<file path="src/rtl/load_ext_unit_pkg.sv">
// ============================================================================
// load_ext_unit_pkg : MIPS load opcodes, FSM state type and decode helpers
// Revision: 1.0
// ============================================================================
`default_nettype none

package load_ext_unit_pkg;

  localparam logic [5:0] OP_LB  = 6'h20;
  localparam logic [5:0] OP_LH  = 6'h21;
  localparam logic [5:0] OP_LW  = 6'h23;
  localparam logic [5:0] OP_LBU = 6'h24;
  localparam logic [5:0] OP_LHU = 6'h25;

  typedef enum logic [1:0] {
    ST_IDLE  = 2'd0,
    ST_WAIT  = 2'd1,
    ST_DRAIN = 2'd2
  } state_t;

  function automatic logic is_load(input logic [5:0] op);
    return (op == OP_LB) || (op == OP_LH) || (op == OP_LW) ||
           (op == OP_LBU) || (op == OP_LHU);
  endfunction

  function automatic logic is_misaligned(input logic [5:0] op, input logic [1:0] lane);
    case (op)
      OP_LW:         return lane != 2'b00;
      OP_LH, OP_LHU: return lane[0];
      default:       return 1'b0;
    endcase
  endfunction

endpackage

`default_nettype wire

</file>
<file path="src/rtl/load_data_ext.sv">
// ============================================================================
// load_data_ext : selects the addressed byte/half of a bus word and extends it
// Revision: 1.0
// ============================================================================
`default_nettype none

module load_data_ext
  import load_ext_unit_pkg::*;
(
  input  logic [5:0]  op,
  input  logic [1:0]  lane,
  input  logic [31:0] word,
  output logic [31:0] result
);

  logic [7:0]  byte_sel;
  logic [15:0] half_sel;

  always_comb begin
    case (lane)
      2'd0:    byte_sel = word[7:0];
      2'd1:    byte_sel = word[15:8];
      2'd2:    byte_sel = word[23:16];
      default: byte_sel = word[31:24];
    endcase
    half_sel = lane[1] ? word[31:16] : word[15:0];

    case (op)
      OP_LB:   result = {{24{byte_sel[7]}}, byte_sel};
      OP_LBU:  result = {24'h0, byte_sel};
      OP_LH:   result = {{16{half_sel[15]}}, half_sel};
      OP_LHU:  result = {16'h0, half_sel};
      default: result = word;
    endcase
  end

endmodule

`default_nettype wire

</file>
<file path="src/rtl/load_ext_unit.sv">
// ============================================================================
// load_ext_unit : executes MIPS loads over a variable-latency read bus and
//                 returns the extended lane for writeback
// Revision: 1.0
// ============================================================================
`default_nettype none

module load_ext_unit
  import load_ext_unit_pkg::*;
#(
  parameter int TIMEOUT = 255
) (
  input  logic        clk,
  input  logic        reset,
  input  logic        ld_valid,
  input  logic [31:0] ld_instr,
  input  logic [31:0] ld_addr,
  output logic        ld_ready,
  input  logic        flush,
  output logic        bus_req,
  output logic [31:0] bus_addr,
  input  logic [31:0] bus_rdata,
  input  logic        bus_rvalid,
  output logic        wb_valid,
  output logic [31:0] wb_data,
  output logic [4:0]  wb_rt,
  output logic        adel,
  output logic        bus_err,
  output logic        busy
);

  localparam logic [7:0] TIMER_LAST = 8'(TIMEOUT - 1);

  state_t      state, state_nx;
  logic [7:0]  timer, timer_nx;
  logic [5:0]  op_q, op_nx;
  logic [4:0]  rt_q, rt_nx;
  logic [1:0]  lane_q, lane_nx;
  logic        bus_req_nx;
  logic [31:0] bus_addr_nx;
  logic        wb_valid_nx;
  logic [31:0] wb_data_nx;
  logic [4:0]  wb_rt_nx;
  logic        adel_nx;
  logic        bus_err_nx;
  logic [31:0] ext_data;
  logic [5:0]  ld_op;
  logic        unused_instr_bits;

  assign ld_op             = ld_instr[31:26];
  assign unused_instr_bits = ^{ld_instr[25:21], ld_instr[15:0]};
  assign ld_ready          = (state == ST_IDLE);
  assign busy              = ~ld_ready;

  load_data_ext u_ext (
    .op     (op_q),
    .lane   (lane_q),
    .word   (bus_rdata),
    .result (ext_data)
  );

  always_comb begin
    state_nx    = state;
    timer_nx    = timer;
    op_nx       = op_q;
    rt_nx       = rt_q;
    lane_nx     = lane_q;
    bus_req_nx  = bus_req;
    bus_addr_nx = bus_addr;
    wb_valid_nx = 1'b0;
    wb_data_nx  = wb_data;
    wb_rt_nx    = wb_rt;
    adel_nx     = 1'b0;
    bus_err_nx  = 1'b0;

    case (state)
      ST_IDLE: begin
        if (ld_valid && is_load(ld_op)) begin
          if (is_misaligned(ld_op, ld_addr[1:0])) begin
            adel_nx = 1'b1;
          end else begin
            op_nx       = ld_op;
            rt_nx       = ld_instr[20:16];
            lane_nx     = ld_addr[1:0];
            bus_req_nx  = 1'b1;
            bus_addr_nx = {ld_addr[31:2], 2'b00};
            timer_nx    = 8'd0;
            state_nx    = ST_WAIT;
          end
        end
      end

      ST_WAIT: begin
        timer_nx = timer + 8'd1;
        // Data arriving together with a flush belongs to a killed load.
        if (bus_rvalid) begin
          bus_req_nx = 1'b0;
          timer_nx   = 8'd0;
          state_nx   = ST_IDLE;
          if (!flush) begin
            wb_valid_nx = 1'b1;
            wb_data_nx  = ext_data;
            wb_rt_nx    = rt_q;
          end
        end else if (flush) begin
          bus_req_nx = 1'b0;
          timer_nx   = 8'd0;
          state_nx   = ST_DRAIN;
        end else if (timer == TIMER_LAST) begin
          bus_req_nx = 1'b0;
          bus_err_nx = 1'b1;
          timer_nx   = 8'd0;
          state_nx   = ST_IDLE;
        end
      end

      ST_DRAIN: begin
        timer_nx = timer + 8'd1;
        if (bus_rvalid || (timer == TIMER_LAST)) begin
          timer_nx = 8'd0;
          state_nx = ST_IDLE;
        end
      end

      default: begin
        bus_req_nx = 1'b0;
        timer_nx   = 8'd0;
        state_nx   = ST_IDLE;
      end
    endcase
  end

  always_ff @(posedge clk or negedge reset) begin
    if (!reset) begin
      state    <= ST_IDLE;
      timer    <= 8'd0;
      op_q     <= 6'd0;
      rt_q     <= 5'd0;
      lane_q   <= 2'd0;
      bus_req  <= 1'b0;
      bus_addr <= 32'd0;
      wb_valid <= 1'b0;
      wb_data  <= 32'd0;
      wb_rt    <= 5'd0;
      adel     <= 1'b0;
      bus_err  <= 1'b0;
    end else begin
      state    <= state_nx;
      timer    <= timer_nx;
      op_q     <= op_nx;
      rt_q     <= rt_nx;
      lane_q   <= lane_nx;
      bus_req  <= bus_req_nx;
      bus_addr <= bus_addr_nx;
      wb_valid <= wb_valid_nx;
      wb_data  <= wb_data_nx;
      wb_rt    <= wb_rt_nx;
      adel     <= adel_nx;
      bus_err  <= bus_err_nx;
    end
  end

endmodule

`default_nettype wire

</file>
<file path="config.mk">
export PLATFORM = sky130hd
export DESIGN_NAME = load_ext_unit
export DESIGN_NICKNAME = d
export VERILOG_FILES = /design/src/rtl/load_ext_unit_pkg.sv /design/src/rtl/load_data_ext.sv /design/src/rtl/load_ext_unit.sv
export SDC_FILE = /design/constraint.sdc
export NUM_CORES = 1
export LEC_CHECK = 0
export ABC_AREA = 1
export CAP_MARGIN = 40
export CORE_ASPECT_RATIO = 0.6
export CORE_MARGIN = 2
export CORE_UTILIZATION = 41
export CTS_CLUSTER_DIAMETER = 200
export DETAILED_ROUTE_END_ITERATION = 8
export GPL_TIMING_DRIVEN = 0
export PLACE_DENSITY = 0.87
export SLEW_MARGIN = 20
export SYNTH_ARGS = -nofsm -noshare
export SYNTH_HDL_FRONTEND = slang
export SYNTH_SLANG_ARGS = --single-unit
</file>
<file path="constraint.sdc">
create_clock -name clk -period 1.5 [get_ports clk]
set_input_delay 0.45 -clock clk [delete_from_list [all_inputs] [get_ports clk]]
set_output_delay 0.45 -clock clk [all_outputs]
set_load 0.1 [all_outputs]
</file>
* Yosys cells after proc, flatten, opt, wreduce, memory -nomap -nowiden
Cells that the tools add are included.
W data, S select, Z words.
** Storage, ports and cells
- Register bits after elaboration :: 94
** Operators by class
- Add/subtract/negate cells :: 1
- Equal/unequal tests :: 18
- Multiplexer cells :: 36
- Bitwise logic cells :: 4
- Reduce and logical (&&, ||, !) cells :: 15
** Operator list (number)
- $pmux W32 S4 :: 1
- $eq A6 B6 Y1 const B :: 9
- $mux W8 :: 6
- $pmux W8 S3 :: 2
- $mux W1 :: 17
- $mux W16 :: 1
- $mux W2 :: 6
- $add A8 B1 Y8 const B :: 1
- $eq A8 B8 Y1 const B :: 1
- $reduce_and A4 Y1 :: 2
- $pmux W2 S3 :: 1
- $reduce_and A3 Y1 :: 2
- $logic_or A1 B1 Y1 :: 5
- $eq A2 B1 Y1 const B :: 2
- $eq A2 B2 Y1 const B :: 2
- $logic_not A2 Y1 :: 2
- $ne A2 B2 Y1 const B :: 2
- $ne A4 B4 Y1 const B :: 1
- $not A1 Y1 :: 4
- $pmux W1 S3 :: 1
- $ne A2 B1 Y1 const B :: 1
- $pmux W1 S2 :: 1
- $reduce_and A2 Y1 :: 1
- $reduce_bool A2 Y1 :: 1
- 2 further kinds :: 2

* Longest topological paths before layout
Gate-level depths: netlist of run 1.
- Word-level depth :: 11
- Mapped depth :: 10
- Depth with buffers taken out :: 10

* By module
A second synthesis of run 1 with hierarchy kept.
** Second synthesis, totals
- Cell total of the unflattened synthesis :: 689
- Area total of the unflattened synthesis :: 5011.1 um^2
** By module, submodules not included
- load_ext_unit :: instances 1, cells each 467, area each 3952.5 um^2
- load_data_ext :: instances 1, cells each 222, area each 1058.5 um^2

* Worst setup path before layout of run 1
Ideal clock, no wire load.
- Kind :: register to register
- Start point :: register state[0]
- End point :: register bus_req
- Library setup time :: 0.068 ns
- Arrival time :: 2.435 ns
- Setup slack :: -1.003 ns
- Cell stages (with the launch flop) :: 7
- Path buffers :: 0
- Period minus slack after synthesis :: 2.503 ns
- Cell sequence :: dfrtp_1 > inv_1 > ha_1 > inv_1 > nand3_1 > nand2_1 > nand2_1
** Between the ends
- Longest elaborated chain between the ends :: 3
- Elaborated cells between the ends (all ways) :: 9
- Those cells by class :: eq/ne (5); mux (1); bitwise (1); reduce/logical (2)
** RTL lines
- start: declaration :: line load_ext_unit.sv:34 : state_t state, state_nx;
- start signal: assignment :: line load_ext_unit.sv:148 : state <= state_nx;
- $logic_not A2 Y1 *
- via ld_ready :: line load_ext_unit.sv:18 : output logic ld_ready,
- $ne A2 B2 Y1 (no source line) / $ne A2 B1 Y1 (equally long branches)
- $reduce_and A4 Y1 (no source line)
- end signal: assignment :: line load_ext_unit.sv:153 : bus_req <= bus_req_nx;
- end: declaration :: line load_ext_unit.sv:20 : output logic bus_req,
Mark *: on every way through the listed nets, which the timed path passes. The rest lies on a longest branch.
A chain may end at the register's enable or synchronous reset.

* Worst setup path in the final report of run 1
- Start point :: input port ld_instr[28]
- End point :: register op_q[0]
** Between the ends
- Longest elaborated chain between the ends :: 7
- Elaborated cells between the ends (all ways) :: 16
- Those cells by class :: eq/ne (5); mux (3); bitwise (1); reduce/logical (7)
** RTL lines
- start: declaration :: line load_ext_unit.sv:16 : input logic [31:0] ld_instr,
- $eq A6 B6 Y1 (on tied branches) :: line load_ext_unit_pkg.sv:22, load_ext_unit_pkg.sv:27, load_ext_unit_pkg.sv:23
- $reduce_or A2 Y1 / $logic_or A1 B1 Y1 (equally long branches) :: line load_ext_unit_pkg.sv:27, load_ext_unit_pkg.sv:22
- $pmux W1 S2 / $logic_or A1 B1 Y1 (equally long branches) :: line load_ext_unit_pkg.sv:27, load_ext_unit_pkg.sv:22
- $mux W1 / $logic_or A1 B1 Y1 (equally long branches) :: line load_ext_unit.sv:78, load_ext_unit_pkg.sv:22
- $mux W1 / $logic_or A1 B1 Y1 (equally long branches) :: line load_ext_unit.sv:76, load_ext_unit_pkg.sv:23
- $not A1 Y1 (no source line) / $logic_and A1 B1 Y1 (equally long branches)
- $reduce_and A3 Y1 (no source line) *
- end signal: assignment :: line load_ext_unit.sv:150 : op_q <= op_nx;
- end: declaration :: line load_ext_unit.sv:36 : logic [5:0] op_q, op_nx;
Every way passes the cells marked *; elsewhere a longest branch is shown, timed or not. The select of a mux whose other input is x is not followed.

==> impl_metrics.py, run 1 <==
metrics = {
    "status": {
        "outcome": "complete, but fails checks",
        "violations": "DRC, setup timing",
    },
    "setup_path": {
        "critPathKind": "input port to flop",
        "path_buf_inv": 5,
        "crit_required_ns": 1.77,
        "end_kind": "flop",
        "critPathSlowestCell": "dlygate4sd2_1",
        "critical_path_arrival_ns": 2.09,
        "start_kind": "input port",
        "cp_top_family": "buffers and inverters",
        "path_cells": "dlygate4sd2_1 > inv_1 > nand2_1 > nor2_1 > nand3_2 > nand2_4 > nor2_8 > buf_12 > buf_4 > buf_8 > o21ai_0",
        "crit_fanout": 7,
        "cpPeakStageDelay_ns": 0.27,
    },
    "yosys": {
        "synthXorXnorAreaFrac": 0.005392,
        "synthSimpleGateAreaFrac": 0.3063,
        "synth_top_family_by_area": "simple AND/OR/NAND/NOR gates",
        "synthesis.area_sq_mm": 0.004873,
        "synthCells": 602,
        "yosys-mux-area-fraction": 0.002054,
        "synth_compound_area_frac": 0.1037,
        "yosys_warnings": 0,
        "synthAdderAreaFrac": 0.01284,
        "postSynthAreaPerCell_sq_um": 8.095,
        "ys_seq_area_frac": 0.4827,
        "synth_seq_cells": 94,
        "synth_cell_type_count": 37,
    },
    "drt": {
        "first_pass_iters": 9,
        "num_vias": 5956,
        "vias_per_cell": 5.662,
        "ant_nets": 0,
        "drt_iter0_drc": 739,
        "drt_wl_total_mm": 22.71,
        "wl_per_cell_um": 21.59,
        "drc": 2,
    },
    "floorplan": {
        "dieArea_sq_mm": 0.01280,
        "pin_count": 176,
        "initial_core_util": 0.4257,
        "die_w_um": 144.8,
        "coreArea_sq_mm": 0.01145,
        "core.rowCount": 30,
        "die_h_um": 88.45,
    },
    "cells_and_area": {
        "nNetsFinal": 992,
        "fin_util": 0.8132,
        "layout_common_cells": "164 x nand2_1, 92 x dfrtp_1, 66 x clkdlybuf4s50_1",
        "drive_above_1_share": 0.4085,
        "area_growth_pct": 91.04,
        "final_common_cell": "nand2_1",
    },
    "global_routing": {
        "grt_overflow_total": 0,
        "grt_max_degree": 76,
        "antenna_found_initial": 1,
        "track_usage": 0.3243,
        "grt_pass1_vias": 5837,
        "grt_pass1_wl_mm": 30.96,
    },
    "timing": {
        "slew_viol_final": 0,
        "finalSetupViolations": 115,
        "rsz0062_at_grt": "true",
        "report.final.hold_viol_count": 0,
        "fin_skew_ns": 0.01487,
        "fin_crit_ns": 1.825,
        "min_period_over_period": 1.217,
        "setup_slack_ns": -0.3252,
        "fmax_ghz": 0.5479,
    },
    "clocking": {
        "insertion_delay_ns": 0.37,
        "clk_pin_slew_ns": 0.08,
        "h-tree-depth": 3,
        "cts_root_buffer": "clkbuf_16",
        "clock_path_buffers": 2,
        "cts_tree": "done",
        "clock-sinks": 94,
        "cts_buffers": 9,
    },
    "power": {
        "leakagePower_uw": 0.004440,
        "irDropWorstVdd_v": 0.002276,
        "power-per-cell-area_mw_per_mm2": 2729,
    },
    "place": {
        "place.gp.congestion": 0.8734,
        "dp_hpwl_mm": 12.13,
        "port_buffers": 152,
        "dp_slack_ns": -0.7461,
    },
    "min_path": {
        "hold_path_class": "flop to flop",
    },
    "run": {
        "max_cap_viol_count": 0,
    },
}
## final cells by class
| cell class | instances | area, sq um |
|---|---|---|
| Timing Repair Buffer | 272 | 3433 |
| Multi-Input combinational cell | 420 | 2479 |
| Sequential cell | 94 | 2355 |
| Fill cell | 576 | 2138 |
| Buffer | 24 | 289.0 |
| Inverter | 65 | 265.3 |
| Clock buffer | 9 | 225.2 |
| Tap cell | 160 | 200.2 |
| Clock inverter | 7 | 61.31 |
| Antenna cell | 1 | 2.502 |
## cells in the mapped netlist
cell type  count  area, sq um
nor2_8         3        60.06
nor2_4         3        33.78
nand3_2        9        90.09
ha_1           5        62.56
nor3_1         1        5.000
nor2_1        31        116.4
nor3b_2        1        12.51
or2_0          1        6.260
nand2_1      188        705.7
conb_1         1        3.750
nand2_2        5        31.28
clkbuf_2       1        5.000
dfrtp_1       94         2352
nand4_1        2        12.51
o211ai_1       1        7.510
nand3_4        1        17.52
o21ai_1        1        5.000
inv_1         60        225.2
xor2_1         2        17.52
mux2i_1        1        10.01
inv_2          4        15.01
nor3_2         1        10.01
nand3_1       35        175.2
o21ai_0       49        245.2
inv_4          1        6.260
o22ai_1        7        43.79
buf_4         11        82.58
nor3b_1        1        7.510
o21ai_2        1        8.760
xnor2_1        1        8.760
o21a_1         8        60.06
buf_6          5        56.30
or2_4          1        8.760
buf_2          3        15.01
clkbuf_1       4        15.01
a21oi_1       27        135.1
or2_2         32        200.2
## state kept, by name, indices dropped and copies added, names as in the netlist
register / count
adel: 1
bus_addr: 30
bus_err: 1
bus_req: 1
lane_q: 2
op_q: 6
rt_q: 5
state: 2
timer: 8
wb_data: 32
wb_rt: 5
wb_valid: 1
## tightest hold or removal path, cell delays in order (launching register included)
cell	delay, ns
dfrtp_1	0.35
nand2_1	0.05
nand2_1	0.05
## where the power goes
group          leakage [uW]  switching (uW)  internal (uW)
logic               0.00315           11500           7120
registers           0.00116             879           3610
clock network      0.000135            1160           1160
total               0.00444           13500          11900
## timing repair
action,in CTS,in global routing
pin swaps,33,21
setup endpoints to repair,165,151
setup buffers,32,25
gates resized for setup,454,78
endpoints found under the hold margin,19,0
gates cloned,6,4
hold buffers,1,0
## kinds of logic after synthesis
family / Yosys count
AOI/OAI and AO/OA: 94
xor gates and xnor gates: 3
adders and majority gates: 5
buffers and inverters: 89
DFF: 94
muxes: 1
other: 1
and+or+nand+nor: 315
## per-layer routing
layer,part of all wire,track usage,up-vias,wire [um]
li1,-,-,2488,-
met1,0.35,0.3760,2775,7910
met2,0.47,0.5630,513,10650
met3,0.11,0.08820,180,2460
met4,0.074,0.1615,0,1690
met5,0,0,-,0
## per-stage QoR
step	hold WS [ns]	instances	setup TNS (ns)	total power [uW]	area [sq um]
global route	0.5065	1052	-22.31	26160	9310
global placement	0.4524	915	-407.36	16640	6615
finish	0.4770	1052	-17.86	25410	9310
CTS	0.4717	1038	-5.491	24060	8864
detailed placement	0.3053	989	-57.70	20540	7890
floorplan	0.1544	603	-4.440	13770	4893
## path summary, 6_finish.rpt
check                             start           to  slack, ns  cells after the start
max in group asynchronous         reset     timer[0]       0.31                      3
hold reg to reg             bus_addr[3]  bus_addr[3]       0.48                      2
min in group asynchronous         reset   wb_data[8]       0.53                      2
setup reg to reg               state[0]  wb_data[31]      -0.30                      9
setup / recovery           ld_instr[28]      op_q[0]      -0.33                     11
hold / removal              bus_addr[3]  bus_addr[3]       0.48                      2
Power figures use the tool's default switching activity.
==> run 2, diff against run 1 <==
CORE_MARGIN = 5   (was 2)
MAX_ROUTING_LAYER = met4   (was not set)
==> impl_metrics.py, run 2 (synthesis gave the netlist of run 1 again) <==
metrics = {
    "setup_path": {
        "end_kind": "flop",
        "reg2reg_slack_ns": -0.36,
        "path_buf_inv": 4,
        "cp_top_family": "simple AND/OR/NAND/NOR gates",
        "start_kind": "input port",
        "r2r-start": "op_q[4]",
        "cpPeakStageDelay_ns": 0.38,
        "critPathKind": "input port to flop",
        "cp_common_cell": "nand2_1",
        "ff2ff_path_depth": 9,
        "crit_fanout": 7,
        "crit_required_ns": 1.74,
        "path_cells": "dlygate4sd2_1 > or2_1 > nand3_2 > nand2_4 > nor2_8 > buf_12 > inv_12 > buf_8 > nand2_1 > nand2_1",
        "critical_path_arrival_ns": 2.20,
        "critPathSlowestCell": "or2_1",
        "r2r_end": "wb_data[15]",
    },
    "drt": {
        "ant_nets": 0,
        "met3_length_mm": 3.831,
        "wl_per_cell_um": 26.64,
        "first_pass_iters": 7,
        "top_layer": "met4",
        "vias_per_cell": 6.150,
        "num_vias": 6660,
        "wl_met1_mm": 9.462,
        "drt_wl_total_mm": 28.86,
        "drc": 0,
        "drt_iter0_drc": 1145,
        "wl_met2_mm": 12.76,
    },
    "clocking": {
        "clk_pin_slew_ns": 0.08,
        "cts_buffers": 9,
        "cts_tree": "done",
        "insertion_delay_ns": 0.37,
        "clock_path_buffers": 2,
        "h-tree-depth": 3,
        "cts_root_buffer": "clkbuf_16",
        "clock-sinks": 94,
    },
    "floorplan": {
        "pin_count": 176,
        "initial_core_util": 0.4257,
        "dieArea_sq_mm": 0.01424,
        "core.rowCount": 30,
        "coreArea_sq_mm": 0.01145,
        "die_h_um": 94.45,
        "die_w_um": 150.8,
    },
    "global_routing": {
        "grt_pass1_vias": 6353,
        "grt_max_degree": 67,
        "grt_pass1_wl_mm": 35.21,
        "grt_overflow_total": 0,
        "antenna_found_initial": 2,
        "track_usage": 0.3344,
    },
    "timing": {
        "fin_skew_ns": 0.02025,
        "tightest_slew_ns": 0.7047,
        "fin_crit_ns": 1.962,
        "report.final.hold_viol_count": 0,
        "rsz0062_at_grt": "true",
        "maxSlewHeadroom": 0.5252,
        "slew_viol_final": 0,
        "fmax_ghz": 0.5097,
        "tns_ns": -28.21,
        "setup_slack_ns": -0.4618,
        "hold-worst-slack_ns": 0.4731,
        "finalSetupViolations": 117,
        "min_period_over_period": 1.308,
    },
    "cells_and_area": {
        "top_register": "wb_data",
        "layoutNonFillerInstCount": 1083,
        "largest_reg_flops": 32,
        "top_regs": "wb_data (32), bus_addr (30), timer (8)",
        "layout_common_cells": "148 x nand2_1, 92 x dfrtp_1, 76 x buf_4",
        "nNetsFinal": 1020,
        "drive_above_1_share": 0.5016,
        "final_common_cell": "nand2_1",
        "fin_util": 0.8763,
        "area_growth_pct": 105.9,
    },
    "place": {
        "place.gp.congestion": 0.9486,
        "dp_hpwl_mm": 12.67,
        "port_buffers": 152,
        "dpl.cell_count": 989,
    },
    "status": {
        "violations": "setup timing",
        "outcome": "complete, but fails checks",
    },
    "power": {
        "power-per-cell-area_mw_per_mm2": 2718,
        "irDropWorstVdd_v": 0.002519,
        "finalPower_uw": 27270,
        "leakagePower_uw": 0.004654,
    },
    "min_path": {
        "hold_path_class": "flop to flop",
        "hold_path_end": "bus_addr[4]",
        "min-delay-start": "bus_addr[4]",
        "whs_path_depth": 2,
    },
    "run": {
        "max_cap_viol_count": 0,
    },
}
## run 2: cell count changes in the layout (fill, tap and decap cells not counted), sizes merged, moves of 2 or more
cell	delta
bufbuf	-2
diode	+3
dlygate4sd2	-2
buf	+34
clkinv	+4
inv	-4
clkdlybuf4s50	+2
clkbuf	-4
## run 2: routing by layer
metal / GRT usage / vias up
met5: - / -
met4: 0.1712 / 0
li1: - / 2539
met3: 0.08345 / 293
met1: 0.3848 / 3088
met2: 0.5473 / 740
## run 2: power breakdown
part / total [uW] / internal (uW) / switching, uW / leakage, uW
Clock: 2470 / 1310 / 1160 / 0.000145
Combinational: 20000 / 7830 / 12200 / 0.00335
Sequential: 4770 / 3610 / 1150 / 0.00116
## run 2: tightest hold or removal path, delay by kind of cell (launching register included)
family / cells / cell delay (ns)
flip-flops: 1 / 0.34
AND/OR/NAND/NOR: 2 / 0.10
## run 2: worst max path at each step
| stage | cells past startpoint | startpoint | end | slack, ns |
|---|---|---|---|---|
| 5_1_grt | 10 | ld_addr[1] | bus_addr[23] | -0.45 |
| 2_1_floorplan | 3 | state[1] | busy | -0.30 |
| 3_5_place_dp | 7 | bus_rvalid | wb_data[22] | -0.76 |
| 6_report | 10 | ld_addr[1] | bus_addr[23] | -0.46 |
| 4_1_cts | 4 | state[0] | busy | -0.32 |
| 3_3_place_gp | 1 | reset | bus_addr[14] | -3.63 |
## run 2: metrics by stage
step                area [sq um]  worst slack, ns
floorplan                   4893          -0.2986
global placement            6615           -3.628
detailed placement          7915          -0.7608
CTS                         9410          -0.3156
finish                     10030          -0.4618
global route               10030          -0.4548
## run 2: layout make-up
cell class / instances / area (sq um)
antenna: 4 / 10.01
buffer: 20 / 235.2
clock buffer: 10 / 229.0
clock inverter: 6 / 71.32
fill: 411 / 1416
inverter: 65 / 272.8
multi-input combinational: 420 / 2730
sequential: 94 / 2355
tap: 160 / 200.2
timing repair buffer: 303 / 3913
timing repair inverter: 1 / 16.27
## run 2: what timing repair did
item / in CTS / in global routing
gates resized for setup: 486 / 168
gates cloned: 14 / 1
buffers inserted: 59 / 46
hold buffers: 1 / 0
endpoints found under the hold margin: 28 / 0
pin swaps: 41 / 49
setup endpoints to repair: 164 / 156
==> run 3, diff against run 2 <==
GPL_TIMING_DRIVEN = not set   (was 0)
==> impl_metrics.py, run 3 (synthesis gave the netlist of run 1 again) <==
metrics = {
    "status": {
        "outcome": "complete, but fails checks",
        "violations": "hold timing, setup timing",
    },
    "power": {
        "irDropWorstVdd_v": 0.001803,
        "pwr-share-comb": 0.700,
        "p_seq_frac": 0.200,
        "p_int_uw": 11290,
        "switching_share": 0.5421,
        "p_switching_uw": 13370,
        "clock_power_share": 0.100,
        "power-per-cell-area_mw_per_mm2": 2645,
        "leakagePower_uw": 0.004282,
    },
    "setup_path": {
        "path_cells": "inv_2 > buf_6 > ha_4 > buf_4 > buf_8 > nand3_4 > nor2_8 > buf_6 > clkbuf_16 > o21ai_0",
        "cp_top_family": "buffers and inverters",
        "path_buf_inv": 6,
        "cp_common_cell": "buf_6",
        "crit_fanout": 7,
        "critical_path_arrival_ns": 2.11,
        "critPathSlowestCell": "dfrtp_1",
        "critPathKind": "flop to flop",
        "start_kind": "flop",
        "end_kind": "flop",
        "cpPeakStageDelay_ns": 0.40,
        "crit_required_ns": 1.70,
    },
    "floorplan": {
        "pin_count": 176,
        "die_h_um": 94.45,
        "coreArea_sq_mm": 0.01145,
        "die_w_um": 150.8,
        "initial_core_util": 0.4257,
        "dieArea_sq_mm": 0.01424,
        "core.rowCount": 30,
    },
    "timing": {
        "hold-worst-slack_ns": -0.003870,
        "setup_slack_ns": -0.4131,
        "rsz0062_at_grt": "true",
        "min_period_over_period": 1.275,
        "slew_viol_final": 0,
        "fmax_ghz": 0.5227,
        "fin_skew_ns": 0.01084,
        "finalSetupViolations": 90,
        "fin_crit_ns": 1.913,
        "report.final.hold_viol_count": 3,
    },
    "global_routing": {
        "grt_pass1_wl_mm": 30.75,
        "grt_max_degree": 31,
        "antenna_found_initial": 0,
        "grt_overflow_total": 0,
        "grt_pass1_vias": 5510,
        "track_usage": 0.2885,
    },
    "place": {
        "dp_slack_ns": -0.5612,
        "dpl_cell_area_sq_mm": 0.007665,
        "place.gp.congestion": 0.9401,
        "port_buffers": 152,
        "dp_hpwl_mm": 11.33,
        "dpl.cell_count": 942,
    },
    "clocking": {
        "cts_buffers": 9,
        "clk_pin_slew_ns": 0.07,
        "cts_root_buffer": "clkbuf_16",
        "clock_path_buffers": 2,
        "h-tree-depth": 3,
        "clock-sinks": 94,
        "cts_tree": "done",
        "insertion_delay_ns": 0.36,
    },
    "min_path": {
        "hold_path_class": "input port to asynchronous set/reset pin",
    },
    "cells_and_area": {
        "area_growth_pct": 91.35,
        "layout_common_cells": "173 x nand2_1, 93 x dfrtp_1, 90 x buf_12",
        "top_regs": "wb_data (32), bus_addr (30), timer (8)",
        "post-route-cell-area_sq_mm": 0.009325,
        "top_register": "wb_data",
        "drive_above_1_share": 0.3946,
        "layoutNonFillerInstCount": 1010,
        "fillerInstances": 537,
        "final_common_cell": "nand2_1",
        "nNetsFinal": 950,
        "largest_reg_flops": 32,
    },
    "drt": {
        "first_pass_iters": 6,
        "drt_iter0_drc": 853,
        "vias_per_cell": 5.866,
        "num_vias": 5925,
        "wl_per_cell_um": 24.16,
        "ant_nets": 0,
        "drt_wl_total_mm": 24.40,
        "drc": 0,
    },
    "run": {
        "max_cap_viol_count": 0,
    },
}
==> run 3: area by class of cell <==
cell class | instances | area, sq um | area share
Tap cell | 160 | 200.2 | 0.02147
Clock buffer | 11 | 242.7 | 0.02603
Multi-Input combinational cell | 421 | 2623 | 0.2812
Clock inverter | 5 | 65.06 | 0.006977
Timing Repair Buffer | 253 | 3576 | 0.3835
Sequential cell | 94 | 2354 | 0.2524
Inverter | 65 | 262.8 | 0.02818
Antenna cell | 1 | 2.502 | 0.0002683
==> run 3: path summary, 6_finish.rpt <==
path / startpoint / endpoint / slack, ns / cells past startpoint
max: state[1] / lane_q[1] / -0.41 / 10
min: reset / bus_addr[24] / -0.004 / 1
max reg2reg: state[1] / lane_q[1] / -0.41 / 10
min reg2reg: op_q[5] / op_q[5] / 0.52 / 2
max in group asynchronous: reset / wb_data[17] / 0.93 / 2
min in group clk: op_q[5] / op_q[5] / 0.52 / 2
==> run 3: power by group through the flow <==
stage               clock, uW  combinational [uW]  sequential, uW
global placement            0               14900            4770
CTS                      2440               16000            4780
floorplan                   0                3020           10700
detailed placement          0               15200            4810
global route             2590               17700            5030
finish                   2480               17300            4930
==> run 3: worst reg2reg max path, delay by kind of cell (launching register included) <==
kind	cells	cell delay, ns
DFF	1	0.40
AOI/OAI and AO/OA	1	0.12
and+or+nand+nor	2	0.35
adders and majority gates	1	0.17
buffers and inverters	6	0.72
==> run 3: metal layers <==
layer	global-route usage	up-vias	part of all wire
li1	-	2398	-
met1	0.3647	2775	0.37
met2	0.4393	568	0.43
met3	0.07482	184	0.13
met4	0.1282	0	0.069
met5	-	-	0
==> run 3: metrics by stage <==
step                setup TNS, ns  utilization  power [uW]
floorplan                  -4.440            -       13770
global placement           -38.18       0.6695       19710
detailed placement         -41.87       0.6695       19960
CTS                        -10.81       0.7652       23210
global route               -29.80       0.8143       25350
finish                     -24.22       0.8145       24660
==> run 3: timing repair <==
action | CTS | global route
setup buffers | 20 | 15
hold buffers | 0 | 0
gates cloned | 10 | 8
gates resized for setup | 114 | 78
endpoints found under the setup margin | 88 | 93
pin swaps | 37 | 27
